### config.mk
export PLATFORM = sky130hd
export DESIGN_NAME = memory_access
export DESIGN_NICKNAME = d
export VERILOG_FILES = /design/src/rtl/memory_access_pkg.sv /design/src/rtl/memory_access_align.sv /design/src/rtl/memory_access.sv
export SDC_FILE = /design/constraint.sdc
export NUM_CORES = 1
export LEC_CHECK = 0
export ABC_AREA = 1
export ABC_CLOCK_PERIOD_IN_PS = 2500
export BUFFER_PORTS_ARGS = -buffer_cell sky130_fd_sc_hd__buf_4
export CAP_MARGIN = 20
export CORE_AREA = 2 2 238 240
export CTS_CLUSTER_SIZE = 16
export DETAILED_ROUTE_END_ITERATION = 6
export DIE_AREA = 0 0 240 242
export PLACE_DENSITY = 0.36
export SYNTH_ARGS = -nofsm -noshare
export SYNTH_HDL_FRONTEND = slang
export SYNTH_HIERARCHICAL = 1
export SYNTH_SLANG_ARGS = --single-unit
export TNS_END_PERCENT = 100
### constraint.sdc
create_clock -name clk -period 2.5 [get_ports clk]
set_clock_uncertainty 0.2 [all_clocks]
set_input_delay 0.25 -clock clk [delete_from_list [all_inputs] [get_ports clk]]
set_output_delay 0.25 -clock clk [all_outputs]
set_load 0.02 [all_outputs]
### src/rtl/memory_access_pkg.sv
// Shared types for the memory-access pipeline stage.
//   msize_t        access size encoding (MSIZE1/2/4/8)
//   mem_state_t    memory-stage FSM states
//   execute_data_t bundle handed over by execute
//   memory_data_t  bundle handed on to writeback
//   size_mask()    byte-enable pattern of an access size, before lane shift
package memory_access_pkg;

    localparam int XLEN = 64;

    typedef enum logic [2:0] {
        MSIZE1 = 3'd0,
        MSIZE2 = 3'd1,
        MSIZE4 = 3'd2,
        MSIZE8 = 3'd3
    } msize_t;

    typedef enum logic [2:0] {
        IDLE  = 3'd0,
        REQ   = 3'd1,
        WAIT  = 3'd2,
        DONE  = 3'd3,
        DRAIN = 3'd4
    } mem_state_t;

    typedef struct packed {
        logic   memread;
        logic   memwrite;
        msize_t msize;
        logic   mem_unsigned;
    } mem_ctl_t;

    typedef struct packed {
        logic            exception;
        logic [XLEN-1:0] pc;
        logic [4:0]      rd;
    } ex_data_t;

    typedef struct packed {
        logic [XLEN-1:0] result;
        logic [XLEN-1:0] memdata;
        mem_ctl_t        ctl;
        ex_data_t        ex_data;
    } execute_data_t;

    typedef struct packed {
        logic [XLEN-1:0] result;
        mem_ctl_t        ctl;
        ex_data_t        ex_data;
        logic [XLEN-1:0] readdata;
    } memory_data_t;

    function automatic logic [7:0] size_mask(input msize_t s);
        case (s)
            MSIZE1:  return 8'h01;
            MSIZE2:  return 8'h03;
            MSIZE4:  return 8'h0F;
            default: return 8'hFF;
        endcase
    endfunction

endpackage

### src/rtl/memory_access_align.sv
// Combinational byte-lane alignment for the memory stage.
//   Store path: addr (low 3 bits), msize, memdata -> strobe, store_data
//   Load path : raw_data, addr, msize, mem_unsigned -> readdata
// Addresses are naturally aligned by the time they reach here, so an access
// never straddles the 64-bit bus word.
module memory_access_align
    import memory_access_pkg::*;
#(
    parameter int DW = 64
) (
    input  logic [2:0]      addr,
    input  msize_t          msize,
    input  logic [DW-1:0]   memdata,
    output logic [DW/8-1:0] strobe,
    output logic [DW-1:0]   store_data,
    input  logic [DW-1:0]   raw_data,
    input  logic            mem_unsigned,
    output logic [DW-1:0]   readdata
);

    logic [5:0]    bit_off;
    logic [DW-1:0] shifted;

    assign bit_off    = {addr, 3'b000};
    assign strobe     = (DW/8)'(size_mask(msize) << addr);
    assign store_data = memdata << bit_off;
    assign shifted    = raw_data >> bit_off;

    always_comb begin
        readdata = shifted;
        case (msize)
            MSIZE1: readdata = mem_unsigned ? {{(DW-8){1'b0}},  shifted[7:0]}
                                            : {{(DW-8){shifted[7]}},  shifted[7:0]};
            MSIZE2: readdata = mem_unsigned ? {{(DW-16){1'b0}}, shifted[15:0]}
                                            : {{(DW-16){shifted[15]}}, shifted[15:0]};
            MSIZE4: readdata = mem_unsigned ? {{(DW-32){1'b0}}, shifted[31:0]}
                                            : {{(DW-32){shifted[31]}}, shifted[31:0]};
            default: readdata = shifted;
        endcase
    end

endmodule

### src/rtl/memory_access.sv
// Memory-access pipeline stage, directly downstream of execute.
//   clk, reset (async, active-low)
//   in_valid, flush, dataE          : instruction from execute (held while data_ok=0)
//   dreq_valid/addr/size/strobe/data: data-bus request
//   dresp_addr_ok/data_ok/data      : data-bus response
//   data_ok, dataM                  : completion handshake and bundle for writeback
// Non-memory and exception-tagged instructions complete combinationally in
// IDLE. Memory ops go IDLE -> REQ -> (WAIT) -> DONE; a flushed op whose
// request was already accepted is drained through DRAIN so the bus never
// sees a second outstanding request.
module memory_access
    import memory_access_pkg::*;
#(
    parameter int DW = 64,
    parameter int AW = 64
) (
    input  logic            clk,
    input  logic            reset,
    input  logic            in_valid,
    input  logic            flush,
    input  execute_data_t   dataE,
    output logic            dreq_valid,
    output logic [AW-1:0]   dreq_addr,
    output msize_t          dreq_size,
    output logic [DW/8-1:0] dreq_strobe,
    output logic [DW-1:0]   dreq_data,
    input  logic            dresp_addr_ok,
    input  logic            dresp_data_ok,
    input  logic [DW-1:0]   dresp_data,
    output logic            data_ok,
    output memory_data_t    dataM
);

    mem_state_t      state;
    logic [DW-1:0]   rdata_q;
    logic            is_mem;
    logic            bypass;
    logic            mem_start;
    logic [DW/8-1:0] st_strobe;
    logic [DW-1:0]   st_data;
    logic [DW-1:0]   ld_data;

    assign is_mem    = (dataE.ctl.memread | dataE.ctl.memwrite) & ~dataE.ex_data.exception;
    assign bypass    = in_valid & ~is_mem;
    assign mem_start = in_valid & is_mem & ~flush;

    memory_access_align #(.DW(DW)) u_align (
        .addr         (dataE.result[2:0]),
        .msize        (dataE.ctl.msize),
        .memdata      (dataE.memdata),
        .strobe       (st_strobe),
        .store_data   (st_data),
        .raw_data     (rdata_q),
        .mem_unsigned (dataE.ctl.mem_unsigned),
        .readdata     (ld_data)
    );

    // Request fields follow dataE directly; only the valid and the write
    // enables are qualified by state so nothing leaks outside REQ.
    assign dreq_valid  = (state == REQ);
    assign dreq_addr   = AW'(dataE.result);
    assign dreq_size   = dataE.ctl.msize;
    assign dreq_strobe = (state == REQ && dataE.ctl.memwrite) ? st_strobe : '0;
    assign dreq_data   = st_data;

    assign data_ok = ~flush & (((state == IDLE) & bypass) | (state == DONE));

    always_comb begin
        dataM = '0;
        if (data_ok) begin
            dataM.result  = dataE.result;
            dataM.ctl     = dataE.ctl;
            dataM.ex_data = dataE.ex_data;
            if (state == DONE && dataE.ctl.memread)
                dataM.readdata = XLEN'(ld_data);
        end
    end

    always_ff @(posedge clk or negedge reset) begin
        if (!reset) begin
            state   <= IDLE;
            rdata_q <= '0;
        end else begin
            case (state)
                IDLE: begin
                    if (mem_start)
                        state <= REQ;
                end
                REQ: begin
                    if (flush) begin
                        // Accepted but not yet returned: must absorb the response.
                        if (dresp_addr_ok && !dresp_data_ok)
                            state <= DRAIN;
                        else
                            state <= IDLE;
                    end else if (dresp_addr_ok) begin
                        if (dresp_data_ok) begin
                            rdata_q <= dresp_data;
                            state   <= DONE;
                        end else begin
                            state <= WAIT;
                        end
                    end
                end
                WAIT: begin
                    if (dresp_data_ok) begin
                        if (flush) begin
                            state <= IDLE;
                        end else begin
                            rdata_q <= dresp_data;
                            state   <= DONE;
                        end
                    end else if (flush) begin
                        state <= DRAIN;
                    end
                end
                DONE: begin
                    state <= IDLE;
                end
                DRAIN: begin
                    if (dresp_data_ok)
                        state <= IDLE;
                end
                default: begin
                    state <= IDLE;
                end
            endcase
        end
    end

endmodule

==> Yosys cells after proc, flatten, opt, wreduce, memory -nomap -nowiden <==
Cells that the tools add are included.
Widths: inputs -> output; s select.
{ "word_totals": {"ram_bits": 0, "input_bits": 274, "output_inout_bits": 345, "register_bits": 67, "n_memories": 0, "elab_cells": 64, "latchBits": 0, "romBits": 0} }
{ "classes": {"shifts": 3, "n_bitwise": 11, "eq_ne": 15, "n_mul": 0, "add_sub_neg": 0, "n_lt_le_gt_ge": 0, "muxes": 24, "div": 0, "n_reduce_logical": 9} }
{ "ops": {"columns": ["op", "n"], "rows": [
  ["$mux 64", 9],
  ["$mux 204", 1],
  ["$pmux 64 s3", 1],
  ["$pmux 64 s2", 1],
  ["$shl 64x6->64", 1],
  ["$shr 64x6->64", 1],
  ["$pmux 8 s3", 1],
  ["$mux 3", 7],
  ["$pmux 3 s4", 1],
  ["$ne 2x2->1 const B", 5],
  ["$eq 3x2->1 const B", 3],
  ["$mux 8", 1],
  ["$shl 8x3->8", 1],
  ["$and 1x1->1", 6],
  ["$eq 3x1->1 const B", 2],
  ["$logic_not 3->1", 2],
  ["$reduce_and 6->1", 1],
  ["$ne 2x1->1 const B", 2],
  ["$reduce_and 4->1", 1],
  ["$eq 3x3->1 const B", 1],
  ["$logic_and 1x1->1", 3],
  ["$ne 3x2->1 const B", 1],
  ["$ne 3x3->1 const B", 1],
  ["$not 1->1", 3],
  ["5 further kinds", 6]
]} }

==> Logic depth before layout (Yosys ltp) <==
Gate-level depths: netlist of run 1.
{ "logic_depth": {"word_depth": 8, "depth_mapped": 13, "mapped_depth_nobuf": 11} }

==> Cells and area by module <==
The synthesis of run 1 kept the hierarchy.
{ "by_module_without_submodules": {"columns": ["mod", "seq_area_each_um2", "area_each_um2", "n_inst", "cells_each"], "rows": [
  ["memory_access", 1676.6, 5677.9, 1, 720],
  ["memory_access_align", 0.0, 3975.1, 1, 848]
]} }

==> Worst setup path before layout of run 1 <==
Ideal clock, no wire load.
{ "synth_timing": {"kind": "input to output", "from": "in dataE[141] (netlist bit)", "to": "out dreq_strobe[6]", "stages": 10, "path_buffers": 3, "arrival_ns": 1.514, "slack_ns": 0.536, "required_ns": 2.050, "path_cell_list": "buf_4 inv_2 buf_4 clkbuf_1 nand2_1 nand2_1 inv_1 o21ai_0 inv_1 nor2_1"} }
{ "synth_between": {"elab_chain_cells": 2} }
{ "synth_lines": {"columns": ["element", "line", "text"], "rows": [
  ["start: declaration", "memory_access.sv:21", "input execute_data_t dataE,"],
  ["$shl 8x3->8", "memory_access_align.sv:25", "assign strobe = (DW/8)'(size_mask(msize) << addr);"],
  ["net st_strobe[6]", "memory_access.sv:39", "logic [DW/8-1:0] st_strobe;"],
  ["$mux 8", "memory_access.sv:63", "assign dreq_strobe = (state == REQ && dataE.ctl.memwrite) ? st_strobe : '0;"],
  ["end: declaration", "memory_access.sv:25", "output logic [DW/8-1:0] dreq_strobe,"]
]} }
The timed path passes the listed nets, and every way through them passes these cells.

==> impl_metrics.json, run 1 <==
{
  "p_int_mw": 4.63,
  "synth_top_area_frac": 0.174,
  "cts_htree_levels": 3,
  "place_inst": 2819,
  "first_global_vias": 13100,
  "ys_top_cells_by_count": "nand2_1 (414), inv_1 (188), o21ai_1 (134), nand3_1 (124), nand4_1 (99)",
  "final_antenna_net_count": 0,
  "power_mw": 8.89,
  "initial_core_util": 0.173,
  "synth.distinct_cells": 32,
  "pwr-share-clk": 0.146,
  "start_kind": "flip-flop",
  "overflow": 0,
  "reg2reg_from": "state[2]",
  "swShare": 0.479,
  "setup_slack_ns": 0.0719,
  "grt_setup_unrepaired": "true",
  "die_area_um2": 58100,
  "min_to": "rdata_q[50]",
  "viasPerCell": 4.48,
  "fillCellCount": 6315,
  "synth.largest_area_cell": "dfrtp_1",
  "rows": 87,
  "place.port_buffers": 618,
  "rrSetupSlack_ns": 0.45,
  "setup_tns_ns": 0,
  "grt_max_degree": 68,
  "synthCells": 1568,
  "critPathArrivalTime_ns": 1.98,
  "ys_seq_area_frac": 0.174,
  "switchingPower_mw": 4.26,
  "routabilityCongestion": 0.890,
  "status": "complete, no violations",
  "layout.cells.non_filler": 2920,
  "maxSlewHeadroom": 0.612,
  "synthTopCellsByArea": "dfrtp_1 (17%), nand2_1 (16%), a21boi_2 (9.3%), inv_1 (7.3%), o21ai_1 (6.9%)",
  "grt_antenna_before_repair": 8,
  "hp-start": "dresp_data[50]",
  "yosysWarnings": 6,
  "cp_max_fo": 22,
  "synth-edff-count": 0,
  "combinationalPowerShare": 0.598,
  "pre_cts_ws_ns": -0.0348,
  "area_growth_pct": 68.6,
  "ys_seq_elements": 67,
  "fin_crit_sh": 0.971,
  "rr_worst_depth": 7,
  "whs_path_depth": 3,
  "ys.flop_type": "dfrtp_1",
  "fp.dieH_um": 242,
  "slew_violations": 0,
  "finalCriticalPeriod_ns": 2.43,
  "p_leak_nw": 8.84,
  "crit_required_ns": 2.05,
  "cts-root-buf": "clkbuf_16",
  "syn_area_per_cell_um2": 6.16,
  "cts_tree": "built",
  "drt_pre_antenna_iters": 5,
  "synth_most_common_cell": "nand2_1",
  "max_freq_mhz": 412,
  "hold_viol": 0,
  "p_seq_frac": 0.256,
  "worst_setup_path_end_kind": "output port",
  "tightest_slew_ns": 0.581,
  "critPathKind": "reg2out",
  "core_um2": 55700,
  "reg2reg_to": "rdata_q[59]",
  "peakVddDrop_v": 0.000306,
  "wl_per_cell_um": 23.5,
  "io_pins": 619,
  "synthesis.nets": 1842,
  "hold_path.class": "in2reg",
  "power.density_nw_per_um2": 546,
  "vias": 13100,
  "cts_buffers": 9,
  "clkLatencyLatePin_ns": 0.35,
  "drive_above_1_share": 0.401,
  "wl_um": 68700,
  "drtIter0Drc": 645,
  "clockBufferDepth": 2,
  "drc": 0,
  "drv_cap": 0,
  "syn_area_um2": 9650,
  "hpwlAfterDp_um": 56100,
  "grt.total_usage": 0.221,
  "clock_sinks": 67,
  "async_flop_share": 1.00,
  "grt_pass1_wl_um": 93000,
  "final_nets": 2433,
  "setup_viol": 0,
  "fp.dieW_um": 240,
  "cts.clk_slew.worst_paths_ns": 0.06
}
layout by cell type (no fill, tap or decap), types with 35 or more instances in the layout:
| master | Yosys | layout |
|---|---|---|
| a21boi_2 | 80 | 81 |
| a21boi_0 | 41 | 35 |
| nand3_1 | 124 | 118 |
| buf_4 | 86 | 689 |
| dlygate4sd3_1 | 0 | 64 |
| nand2_1 | 414 | 410 |
| nor2_1 | 56 | 55 |
| dfrtp_1 | 67 | 60 |
| nand4_1 | 99 | 99 |
| o21ai_0 | 48 | 44 |
| inv_1 | 188 | 185 |
| o21ai_1 | 134 | 134 |
timing repair:
item | CTS | global route
resized for setup | 13 | 44
setup endpoints to repair | 116 | 145
pin swaps | 1 | 12
cloned | 0 | 9
hold buffers | 64 | 0
buffers inserted | 1 | 11
hold endpoints to repair | 130 | 0
metal layers:
| layer | vias up | wire length (um) | part of all wire | track usage |
|---|---|---|---|---|
| met5 | - | 46 | 0.00067 | 0 |
| met1 | 6212 | 25300 | 0.37 | 0.236 |
| met4 | 8 | 4410 | 0.064 | 0.131 |
| met2 | 449 | 34900 | 0.51 | 0.400 |
| li1 | 6315 | - | - | - |
| met3 | 102 | 4070 | 0.059 | 0.0448 |
worst max path at each step:
stage                           start              to  slack, ns  cells after the start
after detailed placement   dataE[140]   dreq_data[57]      -0.03                      8
final                        state[1]      dataM[179]       0.07                      8
after global routing      rdata_q[41]        dataM[9]      -0.05                     10
after CTS                    state[1]       dataM[15]      0.005                      7
after floorplan            dataE[141]  dreq_strobe[6]       0.54                     10
after global placement     dataE[140]   dreq_data[57]      -0.08                      8
cell families (layout without fill, tap and decap cells):
logic type,after synthesis,after routing,share of synthesized area
AO/OA/AOI/OAI,363,363,0.262
AND/OR/NAND/NOR,707,707,0.323
buffers and inverters,407,1002,0.216
flip-flops,67,67,0.174
other,0,1,0
multiplexers,24,24,0.0249
final cells by class:
type                    instances  area, um2  share of cell area
diodes                          1       2.50            0.000154
inverters                     195        741              0.0455
repair inverters                1       6.26            0.000384
well taps                     756        946              0.0581
flip-flops and latches         67       1690               0.104
clock inverters                 4       51.3             0.00315
multi-input cells            1094       6010               0.369
repair buffers                791       6590               0.405
clock buffers                  11        243              0.0149
metrics by stage:
step | utilization | area [um2] | hold slack [ns]
after global routing | 0.292 | 16300 | 0.0297
after detailed placement | 0.267 | 14900 | 0.0967
after floorplan | - | 9650 | -0.246
after CTS | 0.284 | 15800 | 0.000256
after global placement | 0.267 | 14900 | 0.100
final | 0.292 | 16300 | 0.0105
sequential cells by signal, indices dropped and copies added, names as in the netlist:
signal / cells
rdata_q: 64
state: 3
worst max-delay path, cell delays in order, from the launching register on:
cell and delay, ns:
dfrtp_1 0.41, inv_2 0.13, nand2_1 0.10, nor2_4 0.12
nand4_4 0.13, buf_12 0.19, buf_16 0.18, a21boi_2 0.19
buf_6 0.16
power by group through the flow:
stage	clock network [mW]	logic [mW]	registers, mW
6_report	1.30	5.31	2.27
5_1_grt	1.38	5.79	2.34
4_1_cts	1.35	5.19	2.26
3_5_place_dp	0	5.08	2.27
3_3_place_gp	0	5.08	2.27
2_1_floorplan	0	2.89	1.96
Power figures use the tool's default switching activity.
==> run 2, diff against run 1 <==
--- a/config.mk
+++ b/config.mk
@@ -5,15 +5,15 @@
 export SDC_FILE = /design/constraint.sdc
 export NUM_CORES = 1
 export LEC_CHECK = 0
-export ABC_AREA = 1
+export ABC_AREA = 0
 export ABC_CLOCK_PERIOD_IN_PS = 2500
 export BUFFER_PORTS_ARGS = -buffer_cell sky130_fd_sc_hd__buf_4
 export CAP_MARGIN = 20
-export CORE_AREA = 2 2 238 240
+export CORE_AREA = 2 2 239 241
 export CTS_CLUSTER_SIZE = 16
 export DETAILED_ROUTE_END_ITERATION = 6
-export DIE_AREA = 0 0 240 242
-export PLACE_DENSITY = 0.36
+export DIE_AREA = 0 0 241 243
+export PLACE_DENSITY = 0.34
 export SYNTH_ARGS = -nofsm -noshare
 export SYNTH_HDL_FRONTEND = slang
 export SYNTH_HIERARCHICAL = 1
==> run 2 against run 1 <==
  * Wire length shrank 3.7%
  * Area after synthesis shrank 6.8%
  * Via count shrank 16%
  * Combinational power grew 3%
  * Clock power grew 4%
  * The flow now finishes with violations (negative setup slack)
  * Global-route usage shrank 1.6 points
  * Total power grew 4.2%
  * Register-to-register slack lost 0.26 ns
  * Count of clock-buffer cells in the layout is the same
  * First-iteration DRC count grew 12%
  * Largest cell class unchanged
  * Final cell count shrank 14%
==> impl_metrics.json, run 2 <==
{
  "setup_tns_ns": -6.26,
  "viasPerCell": 4.40,
  "ys.flop_type": "dfrtp_1",
  "tightest_slew_ns": 0.760,
  "routabilityCongestion": 0.893,
  "reg2reg_from": "state[2]",
  "cts.clk_slew.worst_paths_ns": 0.06,
  "fp.dieW_um": 241,
  "wl_per_cell_um": 26.4,
  "rows": 87,
  "whs_path_depth": 3,
  "clock_sinks": 67,
  "synth_top_area_frac": 0.186,
  "crit_required_ns": 2.05,
  "status": "finished, violations left",
  "largest_register_ffs": 64,
  "synth.largest_area_cell": "dfrtp_1",
  "ys_seq_elements": 67,
  "area_growth_pct": 99.0,
  "critPathMaxStageDelay_ns": 0.47,
  "cts-root-buf": "clkbuf_16",
  "synthesis.nets": 1350,
  "min_to": "state[0]",
  "initial_core_util": 0.161,
  "first_global_vias": 11200,
  "synthTopCellsByArea": "dfrtp_1 (19%), mux2_2 (14%), mux2i_1 (11%), nor2b_1 (10%), buf_4 (7.4%)",
  "cp_cell_sequence": "mux2_2, a22oi_1, a2bb2oi_1, o211ai_1, and2_1, buf_4",
  "holdWs_ns": 0.0340,
  "final_util": 0.320,
  "synthCells": 1076,
  "p_leak_nw": 8.55,
  "violations": "negative setup slack",
  "core_um2": 56000,
  "hpwlAfterDp_um": 50900,
  "grt.total_usage": 0.205,
  "grt_setup_unrepaired": "true",
  "critPathArrivalTime_ns": 2.18,
  "cpMaxStageDelayCell": "a2bb2oi_1",
  "cp_max_fo": 5,
  "critPathKind": "reg2out",
  "clockBufferDepth": 2,
  "crit_buf_inv": 1,
  "worst_setup_path_end_kind": "output port",
  "rrSetupSlack_ns": 0.19,
  "peakVddDrop_v": 0.000270,
  "finalCriticalPeriod_ns": 2.63,
  "die_area_um2": 58600,
  "cts_htree_levels": 3,
  "fillCellCount": 6036,
  "hp-start": "dresp_addr_ok",
  "power_mw": 9.26,
  "vias": 11000,
  "final_cell_mix": "buf_4 (543), buf_6 (162), mux2_2 (114)",
  "drv_cap": 0,
  "maxSlewHeadroom": 0.494,
  "clkLatencyLatePin_ns": 0.35,
  "final_antenna_net_count": 0,
  "top_register": "rdata_q",
  "final_nets": 2012,
  "start_kind": "flip-flop",
  "hold_path.class": "in2reg",
  "synth_most_common_cell": "nor2b_1",
  "reg2reg_to": "rdata_q[10]",
  "cts_buffers": 9,
  "cts_tree": "built",
  "wl_um": 66200,
  "setup_viol": 117,
  "drt_pre_antenna_iters": 5,
  "synth.distinct_cells": 59,
  "drive_above_1_share": 0.617,
  "max_freq_mhz": 380,
  "ys_seq_area_frac": 0.186,
  "path_depth": 6,
  "crit_family": "compound AO/OA/AOI/OAI gates",
  "async_flop_share": 1.00,
  "syn_area_per_cell_um2": 8.37,
  "hold_viol": 0,
  "setup_slack_ns": -0.130,
  "layout_commonest_cell": "buf_4",
  "fin_crit_sh": 1.05,
  "overflow": 0,
  "syn_area_um2": 9000,
  "drtIter0Drc": 724,
  "synth-edff-count": 0,
  "rr_worst_depth": 5,
  "ys_top_cells_by_count": "nor2b_1 (147), mux2_2 (114), mux2i_1 (103), buf_4 (89), nor2_1 (83)",
  "place.port_buffers": 618,
  "yosysWarnings": 6,
  "grt_max_degree": 60,
  "power.density_nw_per_um2": 517,
  "reg.largest.list": "rdata_q x64, state x3",
  "io_pins": 619,
  "drc": 0,
  "slew_violations": 0,
  "grt_pass1_wl_um": 85600,
  "fp.dieH_um": 243,
  "grt_antenna_before_repair": 7
}
-- run 2: cell types whose count changed after synthesis, sizes merged, moves of 72 or more --
cell,previous run,this run
mux2i,24,103
nor2b,0,147
and2,1,73
o21ai,182,14
nand2,416,44
mux2,0,125
inv,195,4
nand3,126,3
nand4,100,25
a21boi,139,0
-- run 2: per-layer routing --
layer  GRT usage  vias up  wire [um]
li1            -     5077          -
met1       0.270     5431      28400
met2       0.333      439      31900
met3      0.0497       54       4270
met4      0.0554        4       1620
met5           0        -         27
-- run 2: repair_timing --
item | CTS | global route
setup buffers | 3 | 11
endpoints found under the setup margin | 182 | 189
pin swaps | 29 | 8
resized for setup | 126 | 304
hold endpoints to repair | 104 | 0
gates cloned | 10 | 17
hold buffers | 66 | 0
-- run 2: how the worst max path moves through the flow --
stage,from,endpoint,slack [ns]
after detailed placement,dataE[141],dataM[27],-0.02
after CTS,rdata_q[55],dataM[53],-0.13
after global routing,rdata_q[55],dataM[53],-0.21
final,rdata_q[51],dataM[27],-0.13
after floorplan,dataE[140],dataM[3],0.36
after global placement,dataE[141],dataM[38],-0.05
-- run 2: worst min-delay path, delay by kind of cell --
family | cells | cell delay (ns)
buffers and inverters | 1 | 0.09
AO/OA/AOI/OAI | 1 | 0.09
AND/OR/NAND/NOR | 1 | 0.11
-- run 2: cells by family (layout without fill, tap and decap cells) --
family	count (synthesis)	in the layout	synth area share
buffers and inverters	178	845	0.125
AOI/OAI and AO/OA	174	174	0.131
and+or+nand+nor	419	419	0.258
other	0	4	0
muxes	237	237	0.298
DFF	67	67	0.186
xor gates and xnor gates	1	1	0.000973
-- run 2: stage by stage --
stage / cell area, um2 / worst slack [ns] / instances
6_report: 17900 / -0.130 / 2503
5_1_grt: 17900 / -0.208 / 2502
4_1_cts: 16300 / -0.131 / 2474
3_5_place_dp: 14500 / -0.0234 / 2380
3_3_place_gp: 14500 / -0.0547 / 2380
2_1_floorplan: 9000 / 0.356 / 1076
-- run 2: area by class of cell --
type | count | area (um2) | area share
Antenna cell | 4 | 10.0 | 0.000559
Inverter | 5 | 18.8 | 0.00105
Timing Repair Buffer | 824 | 7740 | 0.432
Clock buffer | 11 | 243 | 0.0136
Sequential cell | 67 | 1680 | 0.0940
Multi-Input combinational cell | 831 | 7210 | 0.403
Clock inverter | 5 | 61.3 | 0.00342
Tap cell | 756 | 946 | 0.0528
-- run 2: where the power goes --
group	switching [mW]	internal, mW	leakage [nW]	total (mW)
registers	0.814	1.62	0.816	2.44
logic	2.50	2.96	7.60	5.46
clock network	0.550	0.804	0.138	1.35
total	3.87	5.39	8.55	9.26
==> run 3, diff against run 2 <==
--- a/config.mk
+++ b/config.mk
@@ -13,9 +13,8 @@
 export CTS_CLUSTER_SIZE = 16
 export DETAILED_ROUTE_END_ITERATION = 6
 export DIE_AREA = 0 0 241 243
-export PLACE_DENSITY = 0.34
+export PLACE_DENSITY = 0.33
 export SYNTH_ARGS = -nofsm -noshare
 export SYNTH_HDL_FRONTEND = slang
-export SYNTH_HIERARCHICAL = 1
 export SYNTH_SLANG_ARGS = --single-unit
 export TNS_END_PERCENT = 100
==> run 3 against run 2 <==
  * The flow still finishes with violations (negative setup slack)
  * First-iteration DRC count fell by 21%
  * Non-clock buffer count fell by 14
  * Combinational power rose by 5.9%
  * Sequential power fell by 8%
  * Count of clock-buffer cells in the layout fell by 1
  * Clock power rose by 8%
  * Setup slack got worse by 0.19 ns
  * Synthesized cell count fell by 5.4%
  * Sequential share of layout area rose by 1.6 points
  * Critical endpoint is now dataM[37]
==> impl_metrics.json, run 3 <==
{
  "synth_mux_area_frac": 0.292,
  "fp.dieH_um": 243,
  "final_nets": 1955,
  "synth-compound-area-share": 0.132,
  "io_pins": 619,
  "holdWs_ns": 0.104,
  "routabilityCongestion": 0.855,
  "syn_area_per_cell_um2": 7.99,
  "synth_top_area_frac": 0.206,
  "ys.flop_type": "dfrtp_1",
  "overflow": 0,
  "grt_pass1_wl_um": 74900,
  "clockBufferDepth": 2,
  "cts_tree": "built",
  "setup_tns_ns": -12.84,
  "grt_antenna_before_repair": 2,
  "critPathKind": "reg2out",
  "hold_viol": 0,
  "maxSlewHeadroom": 0.516,
  "synthTopCellsByArea": "dfrtp_1 (21%), mux2_2 (15%), and2_1 (12%), mux2i_1 (11%), buf_4 (7.1%)",
  "wl_um": 55200,
  "hpwlAfterDp_um": 44800,
  "setup_viol": 48,
  "vias": 10100,
  "status": "finished, violations left",
  "slew_violations": 0,
  "drt_pre_antenna_iters": 4,
  "power.density_nw_per_um2": 619,
  "ys_seq_area_frac": 0.206,
  "cp_max_fo": 8,
  "critPathArrivalTime_ns": 2.37,
  "ys_top_cells_by_count": "and2_1 (153), nor2_1 (123), mux2_2 (105), mux2i_1 (91), a21oi_1 (81)",
  "async_flop_share": 1.00,
  "drc": 0,
  "drive_above_1_share": 0.545,
  "rows": 87,
  "finalCriticalPeriod_ns": 2.82,
  "synthCells": 1018,
  "max_freq_mhz": 355,
  "grt_max_degree": 71,
  "cts-root-buf": "clkbuf_16",
  "worst_setup_path_end_kind": "output port",
  "layout_commonest_cell": "buf_4",
  "place_inst": 2342,
  "synth_xor_xnor_area_share": 0,
  "synth_most_common_cell": "and2_1",
  "yosysWarnings": 0,
  "synth_fa_ha_area_frac": 0,
  "grt.total_usage": 0.174,
  "tightest_slew_ns": 0.725,
  "cts.clk_slew.worst_paths_ns": 0.07,
  "largest_register_ffs": 64,
  "layout.cells.non_filler": 2444,
  "ys_seq_elements": 67,
  "final_util": 0.274,
  "violations": "negative setup slack",
  "synth_top_family_by_area": "multiplexers",
  "fp.dieW_um": 241,
  "final_cell_mix": "buf_4 (710), and2_1 (153), nor2_1 (119)",
  "place.port_buffers": 618,
  "final_antenna_net_count": 0,
  "p_leak_nw": 7.32,
  "syn_area_um2": 8130,
  "peakVddDrop_v": 0.000339,
  "reg.largest.list": "rdata_q x64, state x3",
  "clock_sinks": 67,
  "drtIter0Drc": 569,
  "cts_htree_levels": 3,
  "clkLatencyLatePin_ns": 0.35,
  "synthesis.nets": 1292,
  "crit_required_ns": 2.05,
  "synth.distinct_cells": 47,
  "synth.largest_area_cell": "dfrtp_1",
  "area_growth_pct": 88.5,
  "postLayoutCellArea_um2": 15300,
  "setup_slack_ns": -0.320,
  "wl_per_cell_um": 22.6,
  "fin_crit_sh": 1.13,
  "hold_path.class": "in2reg",
  "die_area_um2": 58600,
  "yosys.area_share.simple": 0.250,
  "synth-edff-count": 0,
  "first_global_vias": 10300,
  "core_um2": 56000,
  "initial_core_util": 0.145,
  "drv_cap": 0,
  "top_register": "rdata_q",
  "cts_buffers": 9,
  "start_kind": "flip-flop",
  "place_area_um2": 13800,
  "grt_setup_unrepaired": "true",
  "viasPerCell": 4.14
}
[run 3: changes by cell type in the layout (fill, tap and decap cells not counted), moves of 27 or more]
cell	before	now
nor2b_1	38	9
and2_1	55	153
buf_4	543	710
nor2_1	80	119
nor2b_4	102	1
a21oi_1	51	78
buf_6	162	9
[run 3: cell type report]
class / instances / area [um2]
antenna: 2 / 5.00
clock buffer: 10 / 229
clock inverter: 6 / 95.1
fill: 6246 / 40600
inverter: 7 / 26.3
multi-input combinational: 786 / 5700
sequential: 67 / 1680
tap: 756 / 946
timing repair buffer: 810 / 6660
[run 3: routing by layer]
metal | vias to the layer above | routed length (um) | GRT usage
met5 | - | 13 | 0
met4 | 2 | 592 | 0.0271
met3 | 33 | 4690 | 0.0505
met1 | 4854 | 25500 | 0.241
met2 | 424 | 24500 | 0.271
li1 | 4804 | - | -
[run 3: repair_timing]
| item | in CTS | in global routing |
|---|---|---|
| hold buffers | 66 | 0 |
| gates cloned | 1 | 6 |
| pin swaps | 3 | 4 |
| setup endpoints to repair | 157 | 189 |
| setup buffers | 7 | 5 |
| resized for setup | 24 | 45 |
| endpoints found under the hold margin | 132 | 0 |
[run 3: critical path, stage by stage, from the launching register on]
cell and delay (ns):
dfrtp_1 0.40, mux2_4 0.30, nor2_4 0.08, and4b_1 0.23, buf_6 0.13, nor4_4 0.30, buf_12 0.20, clkbuf_16 0.17
a211oi_2 0.04, buf_4 0.17
[run 3: power by group]
| part | internal [mW] | total (mW) | switching, mW |
|---|---|---|---|
| Combinational | 2.93 | 5.78 | 2.84 |
| Clock | 0.888 | 1.46 | 0.577 |
| Sequential | 1.63 | 2.25 | 0.617 |
[run 3: metrics by stage]
stage	total power, mW	worst slack, ns
detailed placement	7.53	-0.334
finish	9.49	-0.320
floorplan	4.91	0.0946
global route	10.1	-0.417
CTS	9.31	-0.342
global placement	7.53	-0.333
[run 3: cells by family after synthesis]
family	Yosys count
compound gates	177
simple gates	396
buf+inv	165
mux	213
flops	67
[run 3: worst paths after layout]
path	start	end	slack (ns)	cells past startpoint
min	flush	state[1]	0.10	3
max reg2reg	state[0]	rdata_q[59]	0.22	7
max	rdata_q[31]	dataM[37]	-0.32	9
min in group asynchronous	reset	rdata_q[0]	0.25	3
min reg2reg	rdata_q[7]	rdata_q[7]	0.32	1
max in group asynchronous	reset	state[0]	1.47	3
